===== src/rtl/frame_pack_pkg.sv =====
// Shared definitions for the SDRAM frame packer/unpacker pair: bit positions
// of every colour field inside the two packed 16-bit words, the default frame
// size and the read-side FSM state encoding.
package frame_pack_pkg;

    localparam int FRAME_PIXELS_DEF = 384000;   // 800 x 480

    // word1 = {gray[7], G[9:5], B[9:2], gray[6:5]}
    localparam int W1_GRAY7_BIT  = 15;
    localparam int W1_G95_HI     = 14;
    localparam int W1_G95_LO     = 10;
    localparam int W1_B92_HI     = 9;
    localparam int W1_B92_LO     = 2;
    localparam int W1_GRAY65_HI  = 1;
    localparam int W1_GRAY65_LO  = 0;

    // word2 = {gray[4], G[4:3], gray[3:2], G[2], R[9:2], gray[1:0]}
    localparam int W2_GRAY4_BIT  = 15;
    localparam int W2_G43_HI     = 14;
    localparam int W2_G43_LO     = 13;
    localparam int W2_GRAY32_HI  = 12;
    localparam int W2_GRAY32_LO  = 11;
    localparam int W2_G2_BIT     = 10;
    localparam int W2_R92_HI     = 9;
    localparam int W2_R92_LO     = 2;
    localparam int W2_GRAY10_HI  = 1;
    localparam int W2_GRAY10_LO  = 0;

    typedef enum logic [1:0] {
        IDLE   = 2'd0,
        STREAM = 2'd1,
        DONE   = 2'd2
    } fu_state_t;

endpackage


===== src/rtl/frame_word_unpack.sv =====
// Combinational unpack of one word pair into 10-bit RGB and 8-bit gray.
// Only the top 8 bits of each colour travel through SDRAM; the two LSBs are
// restored as zero.
module frame_word_unpack
    import frame_pack_pkg::*;
(
    input  logic [15:0] word1,
    input  logic [15:0] word2,
    output logic [9:0]  r,
    output logic [9:0]  g,
    output logic [9:0]  b,
    output logic [7:0]  gray
);

    assign r = {word2[W2_R92_HI:W2_R92_LO], 2'b00};
    assign b = {word1[W1_B92_HI:W1_B92_LO], 2'b00};
    assign g = {word1[W1_G95_HI:W1_G95_LO],
                word2[W2_G43_HI:W2_G43_LO],
                word2[W2_G2_BIT],
                2'b00};
    assign gray = {word1[W1_GRAY7_BIT],
                   word1[W1_GRAY65_HI:W1_GRAY65_LO],
                   word2[W2_GRAY4_BIT],
                   word2[W2_GRAY32_HI:W2_GRAY32_LO],
                   word2[W2_GRAY10_HI:W2_GRAY10_LO]};

endmodule


===== src/rtl/frame_unpacker.sv =====
// Read-side frame unpacker: issues lockstep reads to both SDRAM read FIFOs on
// display requests, unpacks the returned word pair two cycles later, tracks
// frame position and records FIFO underflow.
//
// Optional build macro FRAME_UNPACKER_UFLOW_STATS_EN: when defined, the
// per-frame saturating underflow counter is built; otherwise oUflowCount is
// tied to zero and only the sticky oUnderflow flag remains.
//
// state  | meaning
// -------+-----------------------------------------------------------------
// IDLE   | waiting for iFrameStart; requests ignored, no FIFO reads
// STREAM | serving requests, counting pixels toward the terminal count
// DONE   | last pixel accepted; oFrameDone high this cycle, requests dropped
module frame_unpacker
    import frame_pack_pkg::*;
#(
    parameter int FRAME_PIXELS = FRAME_PIXELS_DEF,
    parameter int CNT_W        = 19,
    parameter int UFLOW_W      = 16
) (
    input  logic               iClk,
    input  logic               iRst_n,
    input  logic               iFrameStart,
    input  logic               iReq,
    input  logic               iFifoEmpty,
    input  logic [15:0]        iFifoData1,
    input  logic [15:0]        iFifoData2,
    output logic               oFifoRead,
    output logic [9:0]         oR,
    output logic [9:0]         oG,
    output logic [9:0]         oB,
    output logic [7:0]         oGray,
    output logic               oValid,
    output logic               oFrameDone,
    output logic               oUnderflow,
    output logic [UFLOW_W-1:0] oUflowCount
);

    localparam logic [CNT_W-1:0] LAST_PIX = CNT_W'(FRAME_PIXELS - 1);

    fu_state_t        state;
    logic [CNT_W-1:0] pix_cnt;
    logic             req_ok;
    logic             req_uflow;
    logic             s1_valid;
    logic             s1_uflow;
    logic [9:0]       unp_r;
    logic [9:0]       unp_g;
    logic [9:0]       unp_b;
    logic [7:0]       unp_gray;

    // A request is only honoured while streaming; an empty FIFO turns it
    // into an underflow that still occupies a pixel slot.
    assign req_ok    = (state == STREAM) && iReq;
    assign req_uflow = req_ok && iFifoEmpty;
    assign oFifoRead = req_ok && !iFifoEmpty;

    // Frame FSM with pixel counter, frame-done pulse and sticky underflow flag.
    always_ff @(posedge iClk) begin
        if (!iRst_n) begin
            state      <= IDLE;
            pix_cnt    <= '0;
            oFrameDone <= 1'b0;
            oUnderflow <= 1'b0;
        end else begin
            oFrameDone <= 1'b0;
            if (iFrameStart) begin
                oUnderflow <= 1'b0;
            end
            // Placed after the clear so an underflow on a resync cycle
            // belongs to the new frame.
            if (req_uflow) begin
                oUnderflow <= 1'b1;
            end
            case (state)
                IDLE: begin
                    if (iFrameStart) begin
                        state   <= STREAM;
                        pix_cnt <= '0;
                    end
                end
                STREAM: begin
                    if (iFrameStart) begin
                        // Resync: a coincident request becomes pixel 0.
                        pix_cnt <= iReq ? CNT_W'(1) : '0;
                    end else if (iReq) begin
                        if (pix_cnt == LAST_PIX) begin
                            state      <= DONE;
                            pix_cnt    <= '0;
                            oFrameDone <= 1'b1;
                        end else begin
                            pix_cnt <= pix_cnt + CNT_W'(1);
                        end
                    end
                end
                DONE: begin
                    // A frame start landing on the done cycle is not lost.
                    if (iFrameStart) begin
                        state   <= STREAM;
                        pix_cnt <= '0;
                    end else begin
                        state <= IDLE;
                    end
                end
                default: begin
                    state   <= IDLE;
                    pix_cnt <= '0;
                end
            endcase
        end
    end

`ifdef FRAME_UNPACKER_UFLOW_STATS_EN
    logic [UFLOW_W-1:0] uflow_cnt;

    // Per-frame underflow count, saturating, restarted by each frame start.
    always_ff @(posedge iClk) begin
        if (!iRst_n) begin
            uflow_cnt <= '0;
        end else if (iFrameStart) begin
            uflow_cnt <= req_uflow ? UFLOW_W'(1) : '0;
        end else if (req_uflow && (uflow_cnt != {UFLOW_W{1'b1}})) begin
            uflow_cnt <= uflow_cnt + UFLOW_W'(1);
        end
    end

    assign oUflowCount = uflow_cnt;
`else
    assign oUflowCount = '0;
`endif

    // Stage 1: remember which cycle's FIFO data is worth capturing; the FIFO
    // presents its word one cycle after the read strobe.
    always_ff @(posedge iClk) begin
        if (!iRst_n) begin
            s1_valid <= 1'b0;
            s1_uflow <= 1'b0;
        end else begin
            s1_valid <= req_ok;
            s1_uflow <= req_uflow;
        end
    end

    frame_word_unpack u_unpack (
        .word1 (iFifoData1),
        .word2 (iFifoData2),
        .r     (unp_r),
        .g     (unp_g),
        .b     (unp_b),
        .gray  (unp_gray)
    );

    // Stage 2: register the unpacked pixel; underflowed slots emit black so
    // the display stays aligned, idle cycles hold the last pixel.
    always_ff @(posedge iClk) begin
        if (!iRst_n) begin
            oValid <= 1'b0;
            oR     <= '0;
            oG     <= '0;
            oB     <= '0;
            oGray  <= '0;
        end else begin
            oValid <= s1_valid;
            if (s1_valid) begin
                if (s1_uflow) begin
                    oR    <= '0;
                    oG    <= '0;
                    oB    <= '0;
                    oGray <= '0;
                end else begin
                    oR    <= unp_r;
                    oG    <= unp_g;
                    oB    <= unp_b;
                    oGray <= unp_gray;
                end
            end
        end
    end

endmodule


===== config.mk =====
export PLATFORM = sky130hd
export DESIGN_NAME = frame_unpacker
export DESIGN_NICKNAME = d
export VERILOG_FILES = /design/src/rtl/frame_pack_pkg.sv /design/src/rtl/frame_word_unpack.sv /design/src/rtl/frame_unpacker.sv
export SDC_FILE = /design/constraint.sdc
export NUM_CORES = 1
export LEC_CHECK = 0
export CORE_UTILIZATION = 50
export CTS_BUF_LIST = sky130_fd_sc_hd__clkbuf_4 sky130_fd_sc_hd__clkbuf_8
export CTS_CLUSTER_DIAMETER = 200
export CTS_CLUSTER_SIZE = 24
export DETAILED_ROUTE_END_ITERATION = 7
export PLACE_DENSITY = 0.95
export SLEW_MARGIN = 20
export SYNTH_ARGS = -nofsm -noshare
export SYNTH_HDL_FRONTEND = slang
export SYNTH_SLANG_ARGS = --single-unit

===== constraint.sdc =====
create_clock -name iClk -period 3.1 [get_ports iClk]
set_input_delay 0.62 -clock iClk [delete_from_list [all_inputs] [get_ports iClk]]
set_output_delay 0.62 -clock iClk [all_outputs]
set_load 0.01 [all_outputs]

==> results of run 1 <==
==> per-stage QoR <==
stage          setup WS (ns)  area (µm²)  std cells  hold WS [ns]
2_1_floorplan           1.24        2720        339         0.437
3_3_place_gp           0.672        3340        448         0.458
3_5_place_dp           0.604        3340        448         0.475
4_1_cts                0.603        3570        462         0.485
5_1_grt                0.589        3570        462         0.512
6_report               0.605        3570        462         0.484
==> worst paths after layout <==
kind              startpoint          to  slack, ns  depth (start not counted)
hold / removal         oR[8]       oR[8]       0.48                          2
setup / recovery        iReq   oFifoRead       0.60                          4
hold reg to reg        oR[8]       oR[8]       0.48                          2
setup reg to reg  pix_cnt[0]  pix_cnt[5]       1.05                          6
==> worst max-delay path, delay by kind of cell <==
family | cells | cell delay [ns]
AND/OR/NAND/NOR | 2 | 0.21
buffers and inverters | 2 | 1.06
==> state kept, by name, summed over array words and instances (netlist names) <==
name        flops
oValid          1
oUnderflow      1
s1_uflow        1
oB              8
oR              8
oFrameDone      1
oGray           8
state           2
s1_valid        1
pix_cnt        19
oG              8
==> report_power, final <==
part,internal (mW),switching [mW]
Sequential,0.760,0.00784
Combinational,0.0833,0.0788
Clock,0.510,0.268
==> per-layer routing <==
layer  wire length [µm]  GRT usage [%]  vias up
met4                100           9.64        0
met5                  0              0        -
met1               2660           25.6     1136
met3                494           8.03       12
met2               3170           41.5      105
li1                   -              -     1192
==> layout by cell type (no fill, tap or decap), types with 6 or more instances in the layout <==
cell / synthesis / final
clkdlybuf4s50_1: 0 / 72
dfxtp_1: 58 / 58
nor2_1: 43 / 43
a21oi_1: 37 / 37
nor2b_1: 34 / 33
conb_1: 1 / 22
nand3_1: 18 / 18
nand2_1: 15 / 15
clkbuf_8: 0 / 12
a31oi_1: 9 / 9
nand3b_1: 6 / 6
or3_1: 6 / 6
buf_4: 22 / 6
==> area by class of cell <==
cell class                      instances  share of cell area (%)
Inverter                                4                   0.420
Timing Repair Buffer                   78                    21.4
Multi-Input combinational cell        238                    36.9
Clock inverter                          2                    1.68
Clock buffer                           12                    4.62
Tap cell                               70                    2.45
Sequential cell                        58                    32.5
==> cell families after synthesis <==
group                      count (synthesis)
other                                      1
adders and majority gates                  1
AOI/OAI and AO/OA                         60
DFF                                       58
buffers and inverters                     43
xor gates and xnor gates                   4
and+or+nand+nor                          151
==> insert_results.sql, run 1 <==
INSERT INTO impl_metrics (metric_group, metric, value, unit) VALUES
('outcome', 'outcome', 'complete, no violations', ''),
('worst_setup_path', 'critPathMaxStageDelay', '0.55', 'ns'),
('power', 'fin_total_pwr', '1.71', 'mW'),
('global_routing', 'grt_first_pass_wirelength', '9910', 'µm'),
('route', 'initialDrtViolationCount', '86', ''),
('global_routing', 'grt_start_max_net_pins', '36', ''),
('flow_run', 'max_cap_viol_count', '0', ''),
('timing', 'report.final.hold_viol_count', '0', ''),
('logic_synthesis', 'largest_family_of_logic_cells_by_synthesized_area', 'simple AND/OR/NAND/NOR gates', ''),
('route', 'detail_route.wirelength', '6430', 'µm'),
('logic_synthesis', 'post_synth_fa_ha_maj_area_fraction', '0.474', '%'),
('finish', 'final_layout_size_suffix_gt1_share', '7.40', '%'),
('logic_synthesis', 'yosys.area_share.simple', '31.6', '%'),
('logic_synthesis', 'postSynth.asyncResetShare', '0', '%'),
('global_routing', 'grt_overflow', '0', ''),
('logic_synthesis', 'syn-mean-instance-area', '8.30', 'µm²'),
('global_routing', 'grt_util_all_layers', '23.5', '%'),
('floorplanning', 'initial_utilization', '51.7', '%'),
('finish', 'num-fill-cells', '357', ''),
('placed_design', 'dp_hpwl', '4590', 'µm'),
('floorplanning', 'number_of_top_level_design_ports', '95', ''),
('cts', 'cts_root_buffer', 'clkbuf_8', ''),
('worst_setup_path', 'worstPathCellList', 'clkdlybuf4s50_1, nand2_1, nor2_1, clkdlybuf4s50_1', ''),
('logic_synthesis', 'synth_xor_xnor_area_share', '1.33', '%'),
('cts', 'clock_tree.buffer_depth', '2', ''),
('worst_setup_path', 'worst_setup_start_kind', 'input pin', ''),
('route', 'detail-route-antenna-nets', '0', ''),
('floorplanning', 'die_area', '5570', 'µm²'),
('logic_synthesis', 'synth_area_leader', 'dfxtp_1', ''),
('timing', 'finalClockSkew', '0.0107', 'ns'),
('logic_synthesis', 'synth_seq_area_share', '44.0', '%'),
('floorplanning', 'die-height', '74.7', 'µm'),
('logic_synthesis', 'synth_compound_area_share', '13.1', '%'),
('worst_setup_path', 'timing.setup.critical_path_class', 'input pin to output pin', ''),
('logic_synthesis', 'synth_most_common_cell', 'dfxtp_1', ''),
('cts', 'cts_buffers', '9', ''),
('cts', 'cts.clk_slew.worst_paths', '0.06', 'ns'),
('worst_setup_path', 'crit_path_end_kind', 'output pin', ''),
('logic_synthesis', 'yosysWarnings', '0', ''),
('finish', 'antenna_cells', '0', ''),
('worst_setup_path', 'crit_path_frequent_cell', 'clkdlybuf4s50_1', ''),
('logic_synthesis', 'synth.cell_area', '2640', 'µm²'),
('cts', 'cts_sinks', '58', ''),
('timing', 'max-slew-margin-rel', '53.9', '%'),
('logic_synthesis', 'synth_edf_count', '0', ''),
('worst_setup_path', 'cpMaxStageDelayCell', 'clkdlybuf4s50_1', ''),
('route', 'post_drt_via_cell_ratio', '5.29', ''),
('power', 'power_density', '478', 'nW/µm²'),
('timing', 'finalWorstPathRequiredPeriod', '2.50', 'ns'),
('power', 'ir_drop', '0.282', 'mV'),
('finish', 'final_core_utilization', '69.9', '%'),
('power', 'p_leak', '1.34', 'nW'),
('finish', 'multi_input_area', '1320', 'µm²'),
('logic_synthesis', 'synth_commonest_cells', 'dfxtp_1, nor2_1, a21oi_1', ''),
('cts', 'clk_latency', '0.33', 'ns'),
('worst_setup_path', 'critPathRequiredTime', '2.48', 'ns'),
('logic_synthesis', 'synth_top_cell_area_share', '44.0', '%'),
('logic_synthesis', 'syn_inst', '318', ''),
('worst_hold_path', 'hp-class', 'register to register', ''),
('route', 'dr.pass1.iters', '5', ''),
('route', 'drc', '0', ''),
('global_routing', 'antenna_found_initial', '0', ''),
('timing', 'tightest_slew', '0.691', 'ns'),
('timing', 'final_sum_of_negative_setup_slack', '0', 'ns'),
('worst_setup_path', 'critical_path_arrival', '1.88', 'ns'),
('timing', 'max_freq', '0.401', 'GHz'),
('cts', 'tritoncts', 'done', ''),
('floorplanning', 'coreArea', '5110', 'µm²'),
('logic_synthesis', 'synthTopCellsByArea', 'dfxtp_1, nor2b_1, a21oi_1, buf_4, nor2_1', ''),
('timing', 'fin_crit_sh', '80.5', '%'),
('timing', 'setup_viol', '0', '');
Power figures use the tool's default switching activity.
==> run 2, diff against run 1 <==
- CORE_UTILIZATION: 50 -> 46
- PLACE_DENSITY: 0.95 -> 0.93
- clock period: 3.1 -> 2.5 ns (I/O delays scaled with it)
==> run 2 against run 1 <==
Against the previous run:
- via count increased by 1.0%
- highest routed layer unchanged
- critical endpoint unchanged
- first-iteration DRC count increased by 23%
- sequential power increased by 24%
==> insert_results.sql, run 2 (synthesis results as in run 1) <==
INSERT INTO impl_metrics (metric_group, metric, value, unit) VALUES
('cts', 'clock_tree.buffer_depth', '2', ''),
('finish', 'final_cell_mix', 'clkdlybuf4s50_1, dfxtp_1, nor2_1, a21oi_1, nor2b_1', ''),
('cts', 'cts_hold_buf', '0', ''),
('global_routing', 'grt_first_pass_wirelength', '9960', 'µm'),
('power', 'p_leak', '1.31', 'nW'),
('power', 'power_density', '541', 'nW/µm²'),
('placed_design', 'globalplace.congestion', '0.846', ''),
('route', 'dr.pass1.iters', '4', ''),
('worst_setup_path', 'worst_setup_start_kind', 'input pin', ''),
('timing', 'timing.final.max_slew_violations', '0', ''),
('timing', 'fin_hold_ws', '0.480', 'ns'),
('floorplanning', 'die_area', '6050', 'µm²'),
('global_routing', 'grt_util_all_layers', '20.8', '%'),
('floorplanning', 'number_of_top_level_design_ports', '95', ''),
('route', 'detail-route-antenna-nets', '0', ''),
('placed_design', 'dp_hpwl', '4450', 'µm'),
('cts', 'ctsResizeCount', '0', ''),
('finish', 'syn2layout_area_growth', '33.2', '%'),
('finish', 'layout.nets', '426', ''),
('finish', 'regMostFlops', 'pix_cnt', ''),
('route', 'drc', '0', ''),
('worst_setup_path', 'crit_path_end_kind', 'output pin', ''),
('timing', 'final_critical_path_setup_slack', '0.274', 'ns'),
('cts', 'cts_sinks', '58', ''),
('cts', 'cts-htree-levels', '3', ''),
('worst_setup_path', 'r2r_end', 'pix_cnt[3]', ''),
('finish', 'multi_input_area', '1320', 'µm²'),
('floorplanning', 'horizontal_die_dimension', '77.8', 'µm'),
('route', 'post_drt_via_cell_ratio', '5.31', ''),
('timing', 'unrepaired_setup_endpoints_after_global_routing', 'false', ''),
('worst_setup_path', 'setup.reg_to_reg.worst_slack', '0.40', 'ns'),
('global_routing', 'grt_overflow', '0', ''),
('power', 'clkPwrFrac', '39.6', '%'),
('timing', 'tightest_slew', '0.691', 'ns'),
('timing', 'finalWorstPathRequiredPeriod', '2.23', 'ns'),
('power', 'comb_power_share', '10.4', '%'),
('route', 'initialDrtViolationCount', '106', ''),
('finish', 'mostFrequentLayoutCell', 'clkdlybuf4s50_1', ''),
('timing', 'setup_viol', '0', ''),
('power', 'switching_share', '24.6', '%'),
('worst_setup_path', 'critical_path_peak_fanout', '3', ''),
('worst_setup_path', 'timing.rr.start', 'pix_cnt[0]', ''),
('route', 'num_vias', '2470', ''),
('floorplanning', 'coreArea', '5510', 'µm²'),
('worst_hold_path', 'hold_path_depth', '2', ''),
('floorplanning', 'die-height', '77.8', 'µm'),
('worst_setup_path', 'critPathRequiredTime', '2.00', 'ns'),
('worst_hold_path', 'hp-class', 'register to register', ''),
('timing', 'report.final.hold_viol_count', '0', ''),
('worst_setup_path', 'setup.worst_path.end', 'oFifoRead', ''),
('cts', 'cts_buffers', '9', ''),
('floorplanning', 'initial_utilization', '47.9', '%'),
('timing', 'max-slew-margin-rel', '53.9', '%'),
('finish', 'num-fill-cells', '451', ''),
('cts', 'post_cts.repair.setup_buffers', '0', ''),
('worst_setup_path', 'rr_worst_depth', '6', ''),
('cts', 'tritoncts', 'done', ''),
('global_routing', 'antenna_found_initial', '0', ''),
('finish', 'largest_register_ff_count', '19', ''),
('global_routing', 'grt_start_max_net_pins', '35', ''),
('placed_design', 'io_buffer_count', '72', ''),
('timing', 'final_sum_of_negative_setup_slack', '0', 'ns'),
('power', 'power_report.internal_total', '1.44', 'mW'),
('placed_design', 'dp_worst_setup_slack', '0.235', 'ns'),
('cts', 'cts.clk_slew.worst_paths', '0.06', 'ns'),
('timing', 'finalClockSkew', '0.00696', 'ns'),
('power', 'ir_drop', '0.339', 'mV'),
('route', 'drt-wirelength-per-cell', '13.5', 'µm'),
('cts', 'cts_root_buffer', 'clkbuf_8', ''),
('timing', 'max_freq', '0.449', 'GHz'),
('worst_setup_path', 'critical_path_arrival', '1.73', 'ns'),
('finish', 'final_layout_size_suffix_gt1_share', '7.63', '%'),
('finish', 'sequential_area', '1160', 'µm²'),
('flow_run', 'max_cap_viol_count', '0', ''),
('global_routing', 'via_count_of_the_first_global_routing_pass', '2232', ''),
('timing', 'fin_crit_sh', '89.0', '%'),
('route', 'detail_route.wirelength', '6270', 'µm'),
('power', 'power_frac_seq', '50.0', '%'),
('finish', 'antenna_cells', '0', ''),
('worst_setup_path', 'crit_start', 'iReq', ''),
('outcome', 'outcome', 'complete, no violations', ''),
('power', 'net_switching_power', '468', 'µW'),
('worst_setup_path', 'timing.setup.critical_path_class', 'input pin to output pin', ''),
('worst_hold_path', 'hold_start', 'oR[8]', ''),
('cts', 'clk_latency', '0.32', 'ns'),
('floorplanning', 'std_cell_rows', '27', '');
run 2: changes by cell type in the layout (fill, tap and decap cells not counted), sizes merged:
| cell | before | now |
|---|---|---|
| clkinv | 0 | 3 |
| bufinv | 2 | 0 |
| clkinvlp | 0 | 2 |
| buf | 6 | 5 |
| clkbuf | 12 | 11 |
run 2: cell type report:
class | instances | area share [%]
Timing Repair Buffer | 77 | 21.6
Multi-Input combinational cell | 238 | 37.5
Clock buffer | 11 | 4.13
Sequential cell | 58 | 33.0
Inverter | 4 | 0.427
Clock inverter | 5 | 0.854
Tap cell | 72 | 2.56
run 2: worst max-delay path, stage by stage:
cell	delay (ns)
clkdlybuf4s50_1	0.51
nand2_1	0.08
nor2_1	0.09
clkdlybuf4s50_1	0.55
run 2: worst min-delay path by stage:
| stage | to | slack, ns |
|---|---|---|
| 4_1_cts | oR[8] | 0.48 |
| 5_1_grt | oR[8] | 0.50 |
| 3_3_place_gp | oR[8] | 0.46 |
| 2_1_floorplan | state[0] | 0.44 |
| 6_report | oR[8] | 0.48 |
| 3_5_place_dp | oR[8] | 0.47 |
run 2: power by group through the flow:
| stage | sequential, mW | combinational [mW] | clock (mW) |
|---|---|---|---|
| detailed placement | 0.972 | 0.196 | 0 |
| CTS | 0.952 | 0.197 | 0.777 |
| floorplan | 0.978 | 0.107 | 0 |
| global route | 0.954 | 0.213 | 0.825 |
| finish | 0.952 | 0.198 | 0.753 |
| global placement | 0.971 | 0.192 | 0 |
run 2: routing by layer:
metal | wire length, µm | GRT usage, % | part of all wire [%] | vias up
met4 | 141 | 9.06 | 2.2 | 0
met5 | 0 | 0 | 0 | -
met3 | 480 | 6.12 | 7.7 | 17
met2 | 2990 | 35.5 | 48 | 121
met1 | 2660 | 23.9 | 42 | 1138
li1 | - | - | - | 1194
run 2: per-stage QoR:
step                util [%]  power [mW]  area (µm²)  cells
floorplan                  -        1.09        2720    339
global placement        60.6        1.16        3340    449
detailed placement      60.6        1.17        3340    449
CTS                     63.8        1.93        3510    465
global route            63.9        1.99        3520    465
finish                  63.9        1.90        3520    465
